### config.mk
export PLATFORM = sky130hd
export DESIGN_NAME = axi_rd_arbiter
export DESIGN_NICKNAME = d
export VERILOG_FILES = /design/src/rtl/axi_arb_pkg.sv /design/src/rtl/axi_rd_arbiter_rr_pick.sv /design/src/rtl/axi_rd_arbiter.sv
export SDC_FILE = /design/constraint.sdc
export NUM_CORES = 1
export LEC_CHECK = 0
export ABC_AREA = 1
export BUFFER_PORTS_ARGS = -buffer_cell sky130_fd_sc_hd__buf_2
export CAP_MARGIN = 5
export CORE_MARGIN = 2
export CORE_UTILIZATION = 34
export DETAILED_ROUTE_END_ITERATION = 10
export HOLD_SLACK_MARGIN = 0.06
export PLACE_DENSITY = 0.83
export SLEW_MARGIN = 40
export SYNTH_ARGS = -nofsm -noshare
export SYNTH_HDL_FRONTEND = slang
export SYNTH_SLANG_ARGS = --single-unit
### constraint.sdc
create_clock -name clk -period 1.9 [get_ports clk]
set_input_delay 0.285 -clock clk [delete_from_list [all_inputs] [get_ports clk]]
set_output_delay 0.285 -clock clk [all_outputs]
set_load 0.02 [all_outputs]
### src/rtl/axi_arb_pkg.sv
// Shared types and helpers for the AXI read-channel arbiter.
package axi_arb_pkg;

  // AR-side arbitration FSM: pick a winner, then hold it until the handshake.
  typedef enum logic [0:0] {
    ARB_IDLE  = 1'b0,
    ARB_GRANT = 1'b1
  } arb_state_t;

  // Width of a port index; a single bit even for one or two ports.
  function automatic int arb_idx_w(input int num_ports);
    return (num_ports <= 2) ? 1 : $clog2(num_ports);
  endfunction

endpackage

### src/rtl/axi_rd_arbiter_rr_pick.sv
// Round-robin pick: first set bit of an eligibility vector at or above a
// pointer, wrapping to the lowest set bit when nothing above qualifies.
module rr_pick #(
  parameter int N = 2,
  parameter int W = 1
) (
  input  logic [N-1:0] elig,
  input  logic [W-1:0] ptr,
  output logic [W-1:0] idx,
  output logic         found
);

  logic [W-1:0] hi_idx;
  logic [W-1:0] lo_idx;
  logic         hi_found;
  logic         lo_found;

  // Descending scan so the last hit is the lowest index in each half.
  always_comb begin
    hi_idx   = '0;
    lo_idx   = '0;
    hi_found = 1'b0;
    lo_found = 1'b0;
    for (int p = N - 1; p >= 0; p--) begin
      hi_idx   = (elig[p] && (W'(p) >= ptr)) ? W'(p) : hi_idx;
      hi_found = hi_found | (elig[p] && (W'(p) >= ptr));
      lo_idx   = elig[p] ? W'(p) : lo_idx;
      lo_found = lo_found | elig[p];
    end
  end

  // Prefer the index at/above the pointer; fall back to the wrapped one.
  always_comb begin
    idx   = hi_found ? hi_idx : lo_idx;
    found = hi_found | lo_found;
  end

endmodule

### src/rtl/axi_rd_arbiter.sv
// Shares one AXI read channel (AR + R) among NUM_PORTS masters. AR requests
// are granted round-robin and tagged with the requester index in the ID
// MSBs; R beats are steered back by that tag with no buffering.
module axi_rd_arbiter
  import axi_arb_pkg::*;
#(
  parameter int NUM_PORTS       = 2,
  parameter int ADDR_BITS       = 16,
  parameter int TID_WIDTH       = 8,
  parameter int BURST_LEN_WIDTH = 8,
  parameter int DATA_WIDTH      = 8,
  parameter int MAX_OUTST       = 4
) (
  input  logic                                         clk,
  input  logic                                         rst,
  input  logic [NUM_PORTS-1:0]                         s_ar_valid,
  output logic [NUM_PORTS-1:0]                         s_ar_ready,
  input  logic [NUM_PORTS*ADDR_BITS-1:0]               s_ar_addr,
  input  logic [NUM_PORTS*BURST_LEN_WIDTH-1:0]         s_ar_len,
  input  logic [NUM_PORTS*TID_WIDTH-1:0]               s_ar_id,
  output logic                                         m_ar_valid,
  input  logic                                         m_ar_ready,
  output logic [ADDR_BITS-1:0]                         m_ar_addr,
  output logic [BURST_LEN_WIDTH-1:0]                   m_ar_len,
  output logic [TID_WIDTH+arb_idx_w(NUM_PORTS)-1:0]    m_ar_id,
  input  logic                                         m_r_valid,
  input  logic                                         m_r_last,
  input  logic [DATA_WIDTH-1:0]                        m_r_data,
  input  logic [TID_WIDTH+arb_idx_w(NUM_PORTS)-1:0]    m_r_id,
  output logic                                         m_r_ready,
  output logic [NUM_PORTS-1:0]                         s_r_valid,
  output logic [NUM_PORTS-1:0]                         s_r_last,
  output logic [NUM_PORTS*DATA_WIDTH-1:0]              s_r_data,
  output logic [NUM_PORTS*TID_WIDTH-1:0]               s_r_id,
  input  logic [NUM_PORTS-1:0]                         s_r_ready,
  output logic                                         err_bad_rid
);

  localparam int IDX_W  = arb_idx_w(NUM_PORTS);
  localparam int M_ID_W = TID_WIDTH + IDX_W;
  localparam int CNT_W  = $clog2(MAX_OUTST + 1);

  arb_state_t           state_q, state_d;
  logic [IDX_W-1:0]     grant_q, grant_d;
  logic [IDX_W-1:0]     rr_ptr_q, rr_ptr_d;
  logic                 err_bad_rid_q, err_bad_rid_d;

  logic [NUM_PORTS-1:0] elig_s;
  logic [NUM_PORTS-1:0] below_cap_s;
  logic [IDX_W-1:0]     pick_idx_s;
  logic                 pick_found_s;
  logic                 ar_hs_s;
  logic [31:0]          r_idx_s;
  logic                 r_bad_s;
  logic                 r_last_hs_s;

  // A port competes only while it has room for another outstanding burst.
  always_comb begin
    elig_s = s_ar_valid & below_cap_s;
  end

  rr_pick #(
    .N (NUM_PORTS),
    .W (IDX_W)
  ) u_rr_pick (
    .elig  (elig_s),
    .ptr   (rr_ptr_q),
    .idx   (pick_idx_s),
    .found (pick_found_s)
  );

  // Arbitration next-state logic and AR handshake steering.
  always_comb begin
    state_d    = state_q;
    grant_d    = grant_q;
    rr_ptr_d   = rr_ptr_q;
    m_ar_valid = 1'b0;
    s_ar_ready = '0;
    ar_hs_s    = 1'b0;
    case (state_q)
      ARB_IDLE: begin
        if (pick_found_s) begin
          grant_d = pick_idx_s;
          state_d = ARB_GRANT;
        end else begin
          state_d = ARB_IDLE;
        end
      end
      ARB_GRANT: begin
        // A withdrawn valid is a protocol violation upstream; keep the grant.
        m_ar_valid          = s_ar_valid[grant_q];
        s_ar_ready[grant_q] = m_ar_ready;
        if (s_ar_valid[grant_q] && m_ar_ready) begin
          ar_hs_s  = 1'b1;
          rr_ptr_d = (grant_q == IDX_W'(NUM_PORTS - 1)) ? '0 : grant_q + IDX_W'(1);
          state_d  = ARB_IDLE;
        end else begin
          state_d  = ARB_GRANT;
        end
      end
      default: begin
        state_d = ARB_IDLE;
      end
    endcase
  end

  // Forwarded AR payload always comes from the granted port's slice.
  always_comb begin
    m_ar_addr = s_ar_addr[grant_q*ADDR_BITS +: ADDR_BITS];
    m_ar_len  = s_ar_len[grant_q*BURST_LEN_WIDTH +: BURST_LEN_WIDTH];
    m_ar_id   = {grant_q, s_ar_id[grant_q*TID_WIDTH +: TID_WIDTH]};
  end

  // Decode the R tag; widened so out-of-range indices compare cleanly.
  always_comb begin
    r_idx_s     = 32'(m_r_id[M_ID_W-1 -: IDX_W]);
    r_bad_s     = (r_idx_s >= 32'(NUM_PORTS));
    r_last_hs_s = m_r_valid && m_r_ready && m_r_last;
  end

  // Steer R beats to the tagged port; an unknown tag is swallowed (ready=1).
  always_comb begin
    s_r_valid = '0;
    s_r_last  = '0;
    m_r_ready = 1'b1;
    for (int p = 0; p < NUM_PORTS; p++) begin
      if (r_idx_s == 32'(p)) begin
        s_r_valid[p] = m_r_valid;
        s_r_last[p]  = m_r_last;
        m_r_ready    = s_r_ready[p];
      end else begin
        s_r_valid[p] = 1'b0;
        s_r_last[p]  = 1'b0;
      end
    end
    s_r_data = {NUM_PORTS{m_r_data}};
    s_r_id   = {NUM_PORTS{m_r_id[TID_WIDTH-1:0]}};
  end

  // Sticky bad-tag flag; only reset clears it.
  always_comb begin
    err_bad_rid_d = err_bad_rid_q | (m_r_valid && r_bad_s);
    err_bad_rid   = err_bad_rid_q;
  end

  // Arbiter state registers.
  always_ff @(posedge clk) begin
    if (rst) begin
      state_q       <= ARB_IDLE;
      grant_q       <= '0;
      rr_ptr_q      <= '0;
      err_bad_rid_q <= 1'b0;
    end else begin
      state_q       <= state_d;
      grant_q       <= grant_d;
      rr_ptr_q      <= rr_ptr_d;
      err_bad_rid_q <= err_bad_rid_d;
    end
  end

  // Per-port outstanding-burst counters: +1 on AR handshake, -1 on R last.
  for (genvar p = 0; p < NUM_PORTS; p++) begin : g_outst
    logic [CNT_W-1:0] outst_q, outst_d;
    logic             inc_s, dec_s;

    // Saturating update; a decrement at zero (stale beat after reset) is ignored.
    always_comb begin
      inc_s = ar_hs_s && (grant_q == IDX_W'(p));
      dec_s = r_last_hs_s && (r_idx_s == 32'(p));
      case ({inc_s, dec_s})
        2'b10:   outst_d = (outst_q == {CNT_W{1'b1}}) ? outst_q : outst_q + CNT_W'(1);
        2'b01:   outst_d = (outst_q == '0) ? outst_q : outst_q - CNT_W'(1);
        default: outst_d = outst_q;
      endcase
      below_cap_s[p] = (outst_q < CNT_W'(MAX_OUTST));
    end

    // Counter register.
    always_ff @(posedge clk) begin
      if (rst) begin
        outst_q <= '0;
      end else begin
        outst_q <= outst_d;
      end
    end
  end

endmodule

==> run metrics <==
Post-Synthesis Cells=270; fin. max-slew vios=0; drt first pass iters=4; Crit path max-delay family=buffers and inverters; Hold Path Sink=grant_q$_SDFFE_PP0P_; FF-to-FF End=g_outst[0].outst_q[2]$_SDFFE_PP0P_; GR Util All Layers=0.1516; Layout Nets=449; vias in the first global route=1336; commonest non-fill, non-tap cell in the layout=nand2_1; DRT iter0 DRCs=45; r2r setup slk=180 ps; die extent in x=68.89 µm; Final Cell Area=1852 µm²; switching share of power=0.4193; CP Launch Type=flip-flop; CP max FO=20; Antenna Violating Nets Remaining=0; fraction of layout cells with a size suffix above 1=0.3732; Layout Skew=4.985 ps; GR Overflow Total=0; Worst VDD drop=262.7 µV; Seq pwr share=0.243; Rows=23; CP Capture Type=primary output; clock latency at the later pin of the worst-skew pair=240 ps; initial antenna violation count=0; drc violations=0; CTS tree=done; Hold Crit Class=primary input to flip-flop; PwrDens=483.8 nW/µm²; Via-to-Cell Ratio=4.426; sequential cell area fraction in the yosys report=0.1259; core area=4029 µm²; Longest Clk Path Bufs=2; fillers=431; area grow syn2layout=29.37%; routability cong.=0.7766; WL final=4.065 mm; hold_ws=242.6 ps; chip height=68.89 µm; net count after synthesis=367; f_max=0.5805 GHz; I/O Buffers=114; ant diodes=0; cell mode on critical path=nand2_1; clk slew on worst S/H paths=50 ps; synth unique cells=22; Fin. Hold Viols=0; Setup TNS Final=0 ps; CTS Sinks=9; period utilisation layout=0.9067; hold wc startpoint=rst; Crit Path Class=flip-flop to primary output; clock network power share=0.254; CP max-delay cell=dfxtp_2; CP arrival=1440 ps; Final Critical Period=1723 ps; hold depth=2; Critical Path, Cell by Cell=buf_6, inv_4, buf_4, nand2_1, nand2_1, buf_2; status=finished, final reports clean; Num CTS Buffers=3; worst r2r path cells=12; first-pass GRT wire length=5.437 mm; largest net degree at the start of global routing=21; unrepaired setup endpoints after global routing=no; P_leak=1.270 nW; Req. time, crit path=1620 ps; die area=4745 µm²; Internal Power=0.0005202 W; combinational share of power=0.502; CTS Hold Bufs=0; DP Area=1798 µm²; Mean Syn Cell Area=5.301 µm²; pre-CTS setup slack=58.32 ps; RR Startpoint=state_q$_SDFF_PP0_; commonest cells after routing, fill and taps aside=nand2_1 (141), buf_2 (114), inv_1 (31), nor2_1 (18), dfxtp_1 (8); CP max stage delay=350 ps; Final Worst Setup Slack=177.2 ps; Bufs and invs on worst path=4; DP HPWL=3.520 mm; yosys warns=0; Yosys top cell by area=nand2_1; largest cells by area after synthesis=nand2_1 (37%), buf_4 (18%), dfxtp_1 (13%); Post-Syn Area=1431 µm²; Root Driver=clkbuf_8; Max-Cap Viols=0; Finish-stage setup viols=0; I/O Pins=164; post-synth top area share=0.3698; vias after detailed routing=1775; initial core utilization=0.3553; wire length per cell=10.14 µm; switching pwr=0.0003757 W; H-tree Lvls=1; #FFs+latches synth=9
==> logic make-up (layout without fill, tap and decap cells) <==
family	count (synthesis)	count (layout)	share of synthesized area
AND/OR/NAND/NOR	172	172	0.4843
XOR/XNOR	1	1	0.006120
flip-flops	9	9	0.1259
other	1	1	0.002620
AO/OA/AOI/OAI	6	6	0.02098
buffers and inverters	74	155	0.2937
adder cells (fa/ha/maj)	7	7	0.06643
==> cells in the mapped netlist, drive strengths merged <==
cell,count
nand2,144
buf,41
inv,33
nor2,18
dfxtp,9
ha,6
a21oi,4
nand3,3
nand4,3
nor3,3
o21ai,2
conb,1
fa,1
nand3b,1
xor2,1
==> final cells by class <==
| cell class | count | area [µm²] | share of cell area |
|---|---|---|---|
| Inverter | 33 | 126.4 | 0.06824 |
| Timing Repair Buffer | 118 | 604.3 | 0.3264 |
| Clock inverter | 1 | 5.005 | 0.002703 |
| Clock buffer | 3 | 41.29 | 0.02230 |
| Sequential cell | 9 | 181.4 | 0.09797 |
| Multi-Input combinational cell | 187 | 830.8 | 0.4486 |
| Tap cell | 50 | 62.56 | 0.03378 |
==> power by group through the flow <==
stage | sequential, W | clock, W | combinational (W)
final | 0.000218 | 0.000228 | 0.000450
after global routing | 0.000219 | 0.000246 | 0.000512
after CTS | 0.000217 | 0.000231 | 0.000453
after detailed placement | 0.000220 | 0 | 0.000451
after global placement | 0.000220 | 0 | 0.000443
after floorplan | 0.000215 | 0 | 0.000375
==> sequential cells by signal, summed over array words and instances (netlist names) <==
name             cells
rr_ptr_q             1
grant_q              1
state_q              1
g_outst.outst_q      6
==> repair_timing <==
action                     4_1_cts  5_1_grt
gates resized for setup          1        4
pin swaps                        0        0
setup endpoints to repair        6       14
gates cloned                     0        0
hold endpoints to repair         0        0
setup buffers                    0        0
==> stage by stage <==
step                      utilization  total power [W]  std cells
after detailed placement       0.4463        0.0006711        397
after floorplan                     -        0.0005900        270
after CTS                      0.4587        0.0009011        401
final                          0.4596        0.0008959        401
after global routing           0.4596        0.0009771        401
after global placement         0.4463        0.0006624        397
==> layer usage <==
metal | share of wire | GRT usage | up-vias
li1 | - | - | 924
met1 | 0.39 | 0.1725 | 762
met2 | 0.50 | 0.2680 | 84
met3 | 0.10 | 0.04545 | 5
met4 | 0.0093 | 0.05147 | 0
met5 | 0 | 0 | -
==> how the worst max path moves through the flow <==
| stage | from | slack [ps] | end | cells past startpoint |
|---|---|---|---|---|
| after floorplan | grant_q$_SDFFE_PP0P_ | 90 | g_outst[0].outst_q[2]$_SDFFE_PP0P_ | 12 |
| after global placement | m_r_id[8] | 120 | g_outst[1].outst_q[2]$_SDFFE_PP0P_ | 13 |
| after detailed placement | m_r_id[8] | 60 | g_outst[0].outst_q[2]$_SDFFE_PP0P_ | 14 |
| after CTS | grant_q$_SDFFE_PP0P_ | 20 | m_ar_addr[11] | 6 |
| after global routing | state_q$_SDFF_PP0_ | 20 | g_outst[0].outst_q[2]$_SDFFE_PP0P_ | 12 |
| final | grant_q$_SDFFE_PP0P_ | 180 | m_ar_addr[11] | 6 |
Note: power is estimated with default switching activity, not from simulation.
